$ cat config.mk
export PLATFORM = sky130hd
export DESIGN_NAME = udc_bus_master
export DESIGN_NICKNAME = d
export VERILOG_FILES = /design/src/rtl/udc_bus_master.sv
export SDC_FILE = /design/constraint.sdc
export NUM_CORES = 1
export LEC_CHECK = 0
export CAP_MARGIN = 20
export CORE_ASPECT_RATIO = 1.5
export CORE_MARGIN = 4
export CORE_UTILIZATION = 47
export DETAILED_ROUTE_END_ITERATION = 8
export PLACE_DENSITY_LB_ADDON = 0.1
export SYNTH_ARGS = -nofsm -noshare
export SYNTH_HDL_FRONTEND = slang
export SYNTH_SLANG_ARGS = --single-unit
$ cat constraint.sdc
create_clock -name clk -period 2.28 [get_ports clk]
set_input_delay 0.456 -clock clk [delete_from_list [all_inputs] [get_ports clk]]
set_output_delay 0.456 -clock clk [all_outputs]
set_load 0.1 [all_outputs]
$ cat src/rtl/udc_bus_master.sv
// Host-side strobe-bus initiator for the up/down counter peripheral.
// Commands arrive on a valid/ready channel; read data and status return on a valid/ready response channel.
module udc_bus_master #(
    parameter int DATA_W     = 8,
    parameter int SETUP_CYC  = 1,
    parameter int STROBE_CYC = 2,
    parameter int HOLD_CYC   = 1
) (
    input  logic              clk,
    input  logic              reset,
    input  logic              cmd_valid,
    output logic              cmd_ready,
    input  logic [1:0]        cmd_op,
    input  logic [1:0]        cmd_addr,
    input  logic [DATA_W-1:0] cmd_data,
    output logic              rsp_valid,
    input  logic              rsp_ready,
    output logic [DATA_W-1:0] rsp_data,
    output logic [2:0]        rsp_status,
    output logic              rsp_err,
    output logic              ncs,
    output logic              nrd,
    output logic              nwr,
    output logic              a0,
    output logic              a1,
    output logic [DATA_W-1:0] bus_dout,
    output logic              start,
    input  logic [DATA_W-1:0] bus_din,
    input  logic              err,
    input  logic              dir,
    input  logic              ec
);

    localparam int PHASE_CYC [3] = '{SETUP_CYC, STROBE_CYC, HOLD_CYC};

    generate
        for (genvar gi = 0; gi < 3; gi++) begin : g_param_chk
            if (PHASE_CYC[gi] < 1 || PHASE_CYC[gi] > 15) begin : g_bad
                $error("udc_bus_master: phase length %0d outside 1..15", PHASE_CYC[gi]);
            end
        end
    endgenerate

    localparam logic [3:0] SETUP_LD  = 4'(SETUP_CYC - 1);
    localparam logic [3:0] STROBE_LD = 4'(STROBE_CYC - 1);
    localparam logic [3:0] HOLD_LD   = 4'(HOLD_CYC - 1);

    localparam logic [1:0] OP_WR    = 2'b00;
    localparam logic [1:0] OP_RD    = 2'b01;
    localparam logic [1:0] OP_START = 2'b10;
    localparam logic [1:0] OP_RSVD  = 2'b11;

    typedef enum logic [2:0] {
        IDLE,
        SETUP,
        STROBE,
        HOLD,
        RESP
    } state_t;

    state_t              state_reg, state_next;
    logic [3:0]          cnt_reg, cnt_next;
    logic                cmd_ready_reg, cmd_ready_next;
    logic [1:0]          op_reg;
    logic [1:0]          addr_reg;
    logic [DATA_W-1:0]   data_reg;

    logic                ncs_reg, ncs_next;
    logic                nrd_reg, nrd_next;
    logic                nwr_reg, nwr_next;
    logic                start_reg, start_next;
    logic [1:0]          a_reg, a_next;
    logic [DATA_W-1:0]   dout_reg, dout_next;
    logic                rsp_valid_reg, rsp_valid_next;
    logic [DATA_W-1:0]   rsp_data_reg;
    logic [2:0]          rsp_status_reg;
    logic                rsp_err_reg;

    logic                accept;
    logic                rsp_done;
    logic                capture;
    logic                bus_active;

    // Phase sequencing; one shared down-counter times every phase.
    always_comb begin
        state_next = state_reg;
        cnt_next   = cnt_reg;
        accept     = 1'b0;
        rsp_done   = 1'b0;
        case (state_reg)
            IDLE: begin
                if (cmd_ready_reg && cmd_valid) begin
                    accept = 1'b1;
                    case (cmd_op)
                        OP_WR, OP_RD: begin
                            state_next = SETUP;
                            cnt_next   = SETUP_LD;
                        end
                        OP_START: begin
                            state_next = STROBE;
                            cnt_next   = STROBE_LD;
                        end
                        default: state_next = RESP;
                    endcase
                end
            end
            SETUP: begin
                if (cnt_reg == 4'd0) begin
                    state_next = STROBE;
                    cnt_next   = STROBE_LD;
                end else begin
                    cnt_next = cnt_reg - 4'd1;
                end
            end
            STROBE: begin
                if (cnt_reg == 4'd0) begin
                    if (op_reg == OP_START) begin
                        state_next = RESP;
                    end else begin
                        state_next = HOLD;
                        cnt_next   = HOLD_LD;
                    end
                end else begin
                    cnt_next = cnt_reg - 4'd1;
                end
            end
            HOLD: begin
                if (cnt_reg == 4'd0) begin
                    state_next = RESP;
                end else begin
                    cnt_next = cnt_reg - 4'd1;
                end
            end
            RESP: begin
                if (rsp_valid_reg && rsp_ready) begin
                    rsp_done   = 1'b1;
                    state_next = IDLE;
                end
            end
            default: state_next = IDLE;
        endcase
    end

    // Bus pins are registered decodes of the current phase, so they trail the
    // state by one edge; this gives the idle cycle between acceptance and ncs.
    always_comb begin
        bus_active = (state_reg == SETUP) || (state_reg == HOLD) ||
                     ((state_reg == STROBE) && (op_reg != OP_START));
        ncs_next   = !bus_active;
        nwr_next   = !((state_reg == STROBE) && (op_reg == OP_WR));
        nrd_next   = !((state_reg == STROBE) && (op_reg == OP_RD));
        start_next = (state_reg == STROBE) && (op_reg == OP_START);
        a_next     = a_reg;
        dout_next  = dout_reg;
        if (state_reg == SETUP) begin
            a_next = addr_reg;
            if (op_reg == OP_WR) begin
                dout_next = data_reg;
            end
        end
        rsp_valid_next = (state_reg == RESP) && !rsp_done;
        cmd_ready_next = (state_next == IDLE);
        capture        = !nrd_reg && nrd_next;
    end

    always_ff @(posedge clk or negedge reset) begin
        if (!reset) begin
            state_reg      <= IDLE;
            cnt_reg        <= 4'd0;
            cmd_ready_reg  <= 1'b0;
            op_reg         <= OP_WR;
            addr_reg       <= 2'b00;
            data_reg       <= '0;
            ncs_reg        <= 1'b1;
            nrd_reg        <= 1'b1;
            nwr_reg        <= 1'b1;
            start_reg      <= 1'b0;
            a_reg          <= 2'b00;
            dout_reg       <= '0;
            rsp_valid_reg  <= 1'b0;
            rsp_data_reg   <= '0;
            rsp_status_reg <= 3'b000;
            rsp_err_reg    <= 1'b0;
        end else begin
            state_reg     <= state_next;
            cnt_reg       <= cnt_next;
            cmd_ready_reg <= cmd_ready_next;
            ncs_reg       <= ncs_next;
            nrd_reg       <= nrd_next;
            nwr_reg       <= nwr_next;
            start_reg     <= start_next;
            a_reg         <= a_next;
            dout_reg      <= dout_next;
            rsp_valid_reg <= rsp_valid_next;
            if (accept) begin
                op_reg         <= cmd_op;
                addr_reg       <= cmd_addr;
                data_reg       <= cmd_data;
                rsp_data_reg   <= '0;
                rsp_status_reg <= 3'b000;
                rsp_err_reg    <= (cmd_op == OP_RSVD);
            end else if (capture) begin
                // Sampled on the edge that releases nrd, while the peripheral still drives.
                rsp_data_reg   <= bus_din;
                rsp_status_reg <= {err, dir, ec};
            end
        end
    end

    assign cmd_ready  = cmd_ready_reg;
    assign rsp_valid  = rsp_valid_reg;
    assign rsp_data   = rsp_data_reg;
    assign rsp_status = rsp_status_reg;
    assign rsp_err    = rsp_err_reg;
    assign ncs        = ncs_reg;
    assign nrd        = nrd_reg;
    assign nwr        = nwr_reg;
    assign start      = start_reg;
    assign a0         = a_reg[0];
    assign a1         = a_reg[1];
    assign bus_dout   = dout_reg;

endmodule
==> results.ini <==
[final_layout]
area_growth_pct=30.99
diodes=0
most-common-layout-cells=44 x nand2_1, 44 x dfrtp_1, 34 x buf_4
finalNetCount=272
drive_above_1_share_pct=27.05
fin_util_pct=63.20
instances_no_fill=290
multi_input_area_um2=797.0
ff_latch_area_mm2=0.001180
fillers=359

[clock_tree]
cts_hold_buf=0
cts_resized=0
clockBufferDepth=2
post_cts_buffers=0
htreeDepth=2
cts-root-buf=clkbuf_8
numCtsBuffers=5
clk_pin_slew_ns=0.08
cts_sinks=47
clk_latency_ns=0.29
cts_tree=done

[route]
viasPerCell=5.148
ant_nets=0
drc=0
wl_um=4329
vias=1493
wl_per_cell_um=14.93
drt-initial-drc-count=42
drt-pass1-iter-count=4

[synthesis]
syn_nets=210
ys_seq_elements=47
syn_area_mm2=0.002031
synth_top_cell_by_area=dfrtp_1
synth.distinct_cells=35
netlist.area_leader.share_pct=54.22
syn_inst=181
yosysWarnings=0
yosysSeqAreaShare_pct=58.10
synthTopCellsByArea=dfrtp_1 54%, nand2_1 8.1%, mux2i_1 5.9%
synth.avg_cell_area_um2=11.22

[sta]
min_period_over_period_pct=95.30
finalSetupViolations=0
final-hold-violation-count=0
slew_viol_final=0
final.setup_skew_ns=0.006570
tns_ns=0
timing.slew.headroom_pct=67.92
rsz0062_at_grt=no
worstMarginPinSlew_ns=0.4803
whs_ns=0.07122
layout_min_cycle_time_ns=2.173
fmax_ghz=0.4602

[floorplan]
io_pins=55
coreArea_mm2=0.004209
die_w_um=61.67
rows=29
die-area_mm2=0.005458
fp.dieH_um=88.51
initial_core_util_pct=48.25

[grt]
grt_first_pass_wirelength_um=7003
grt_pass1_vias=1531
grt.overflow.total=0
grt_use_total_pct=17.28
antenna_found_initial=0
grt_max_degree=32

[critical_path]
cpPeakStageDelay_ns=0.42
crit_chain=inv_1 -> ha_1 -> nor3b_4 -> mux2i_1 -> o211ai_2 -> or2_4 -> mux2_4
crit_family=simple AND/OR/NAND/NOR gates
crit_fanout=6
critPathBufInv=1
cp_data_arrival_time_ns=2.35
endpoint_kind=flip-flop
crit_slowest_cell=dfrtp_1
worstPathRequired_ns=2.46
critPathLaunchType=flip-flop
path_class=reg -> reg

[placed_design]
dpl.hpwl_um=3319
gp_congestion=0.7876
io_buffers=54
post-place-cells=281

[hold_path]
hold_class=in -> async

[status]
status=completed

[run]
max-cap-violations=0

==> through the flow <==
stage	area, um2	worst slack [ns]
after floorplan	2031	0.2176
after global placement	2564	0.2202
after CTS	2649	0.08921
after detailed placement	2564	0.1067
final	2660	0.1072
after global routing	2660	0.01743
==> cells in the mapped netlist <==
master,number
nand3_1,2
nand2b_1,3
a32o_1,1
or2_4,1
nor4b_1,1
inv_1,5
a21oi_1,2
a31oi_1,1
and4b_1,1
nor2_1,16
nor2b_1,6
nand4b_2,1
mux2_4,1
o211ai_2,1
dfstp_2,3
clkbuf_1,3
dfrtp_1,44
o22ai_2,1
nor3_1,2
buf_6,1
o22ai_1,1
buf_2,1
nand2_1,44
nor3b_4,1
a21boi_2,1
nand3b_1,3
o21ai_0,3
buf_4,1
ha_1,2
o211ai_1,2
o2111ai_1,1
mux2_2,10
nor2_2,1
nor3b_2,2
mux2i_1,12
==> routing by layer <==
layer	part of all wire [%]	global-route usage (%)	wire (um)	vias to the layer above
li1	-	-	-	727
met1	37	19.38	1586	710
met2	55	30.03	2388	48
met3	6.1	4.088	265	8
met4	2.0	7.915	88	0
met5	0	0	0	-
==> worst register-to-register path: cells and delay by family, from the launching register on <==
kind	cells	cell delay (ns)
fa+ha+maj	1	0.18
buf+inv	1	0.10
flops	1	0.42
simple gates	2	0.62
compound gates	1	0.17
mux	2	0.56
==> logic make-up after synthesis <==
family | Yosys count | share of synthesized area [%]
muxes | 23 | 12.20
and+or+nand+nor | 84 | 20.52
AOI/OAI and AO/OA | 14 | 5.299
adders and majority gates | 2 | 1.232
DFF | 47 | 58.10
buffers and inverters | 11 | 2.649
==> final cells by class <==
| class | count | area share (%) |
|---|---|---|
| Multi-Input combinational cell | 123 | 29.96 |
| Tap cell | 46 | 2.164 |
| Inverter | 5 | 0.7056 |
| Timing Repair Buffer | 61 | 19.61 |
| Clock inverter | 2 | 0.4704 |
| Clock buffer | 6 | 2.728 |
| Sequential cell | 47 | 44.36 |
==> worst paths after layout <==
| path | start | endpoint | slack (ns) | cells past startpoint |
|---|---|---|---|---|
| worst max-delay path | cnt_reg[0] | cnt_reg[0] | 0.11 | 7 |
| worst min-delay path | reset | rsp_data[6] | 0.07 | 1 |
| worst max register to register | cnt_reg[0] | cnt_reg[0] | 0.11 | 7 |
| worst min register to register | rsp_valid | rsp_valid | 0.47 | 1 |
| max in group asynchronous | reset | nwr | 1.46 | 2 |
| min in group clk | rsp_valid | rsp_valid | 0.47 | 1 |
Power is left out: the tool's default activity adds up to more than one toggle a clock period on the data nets, which glitch-free logic cannot reach.
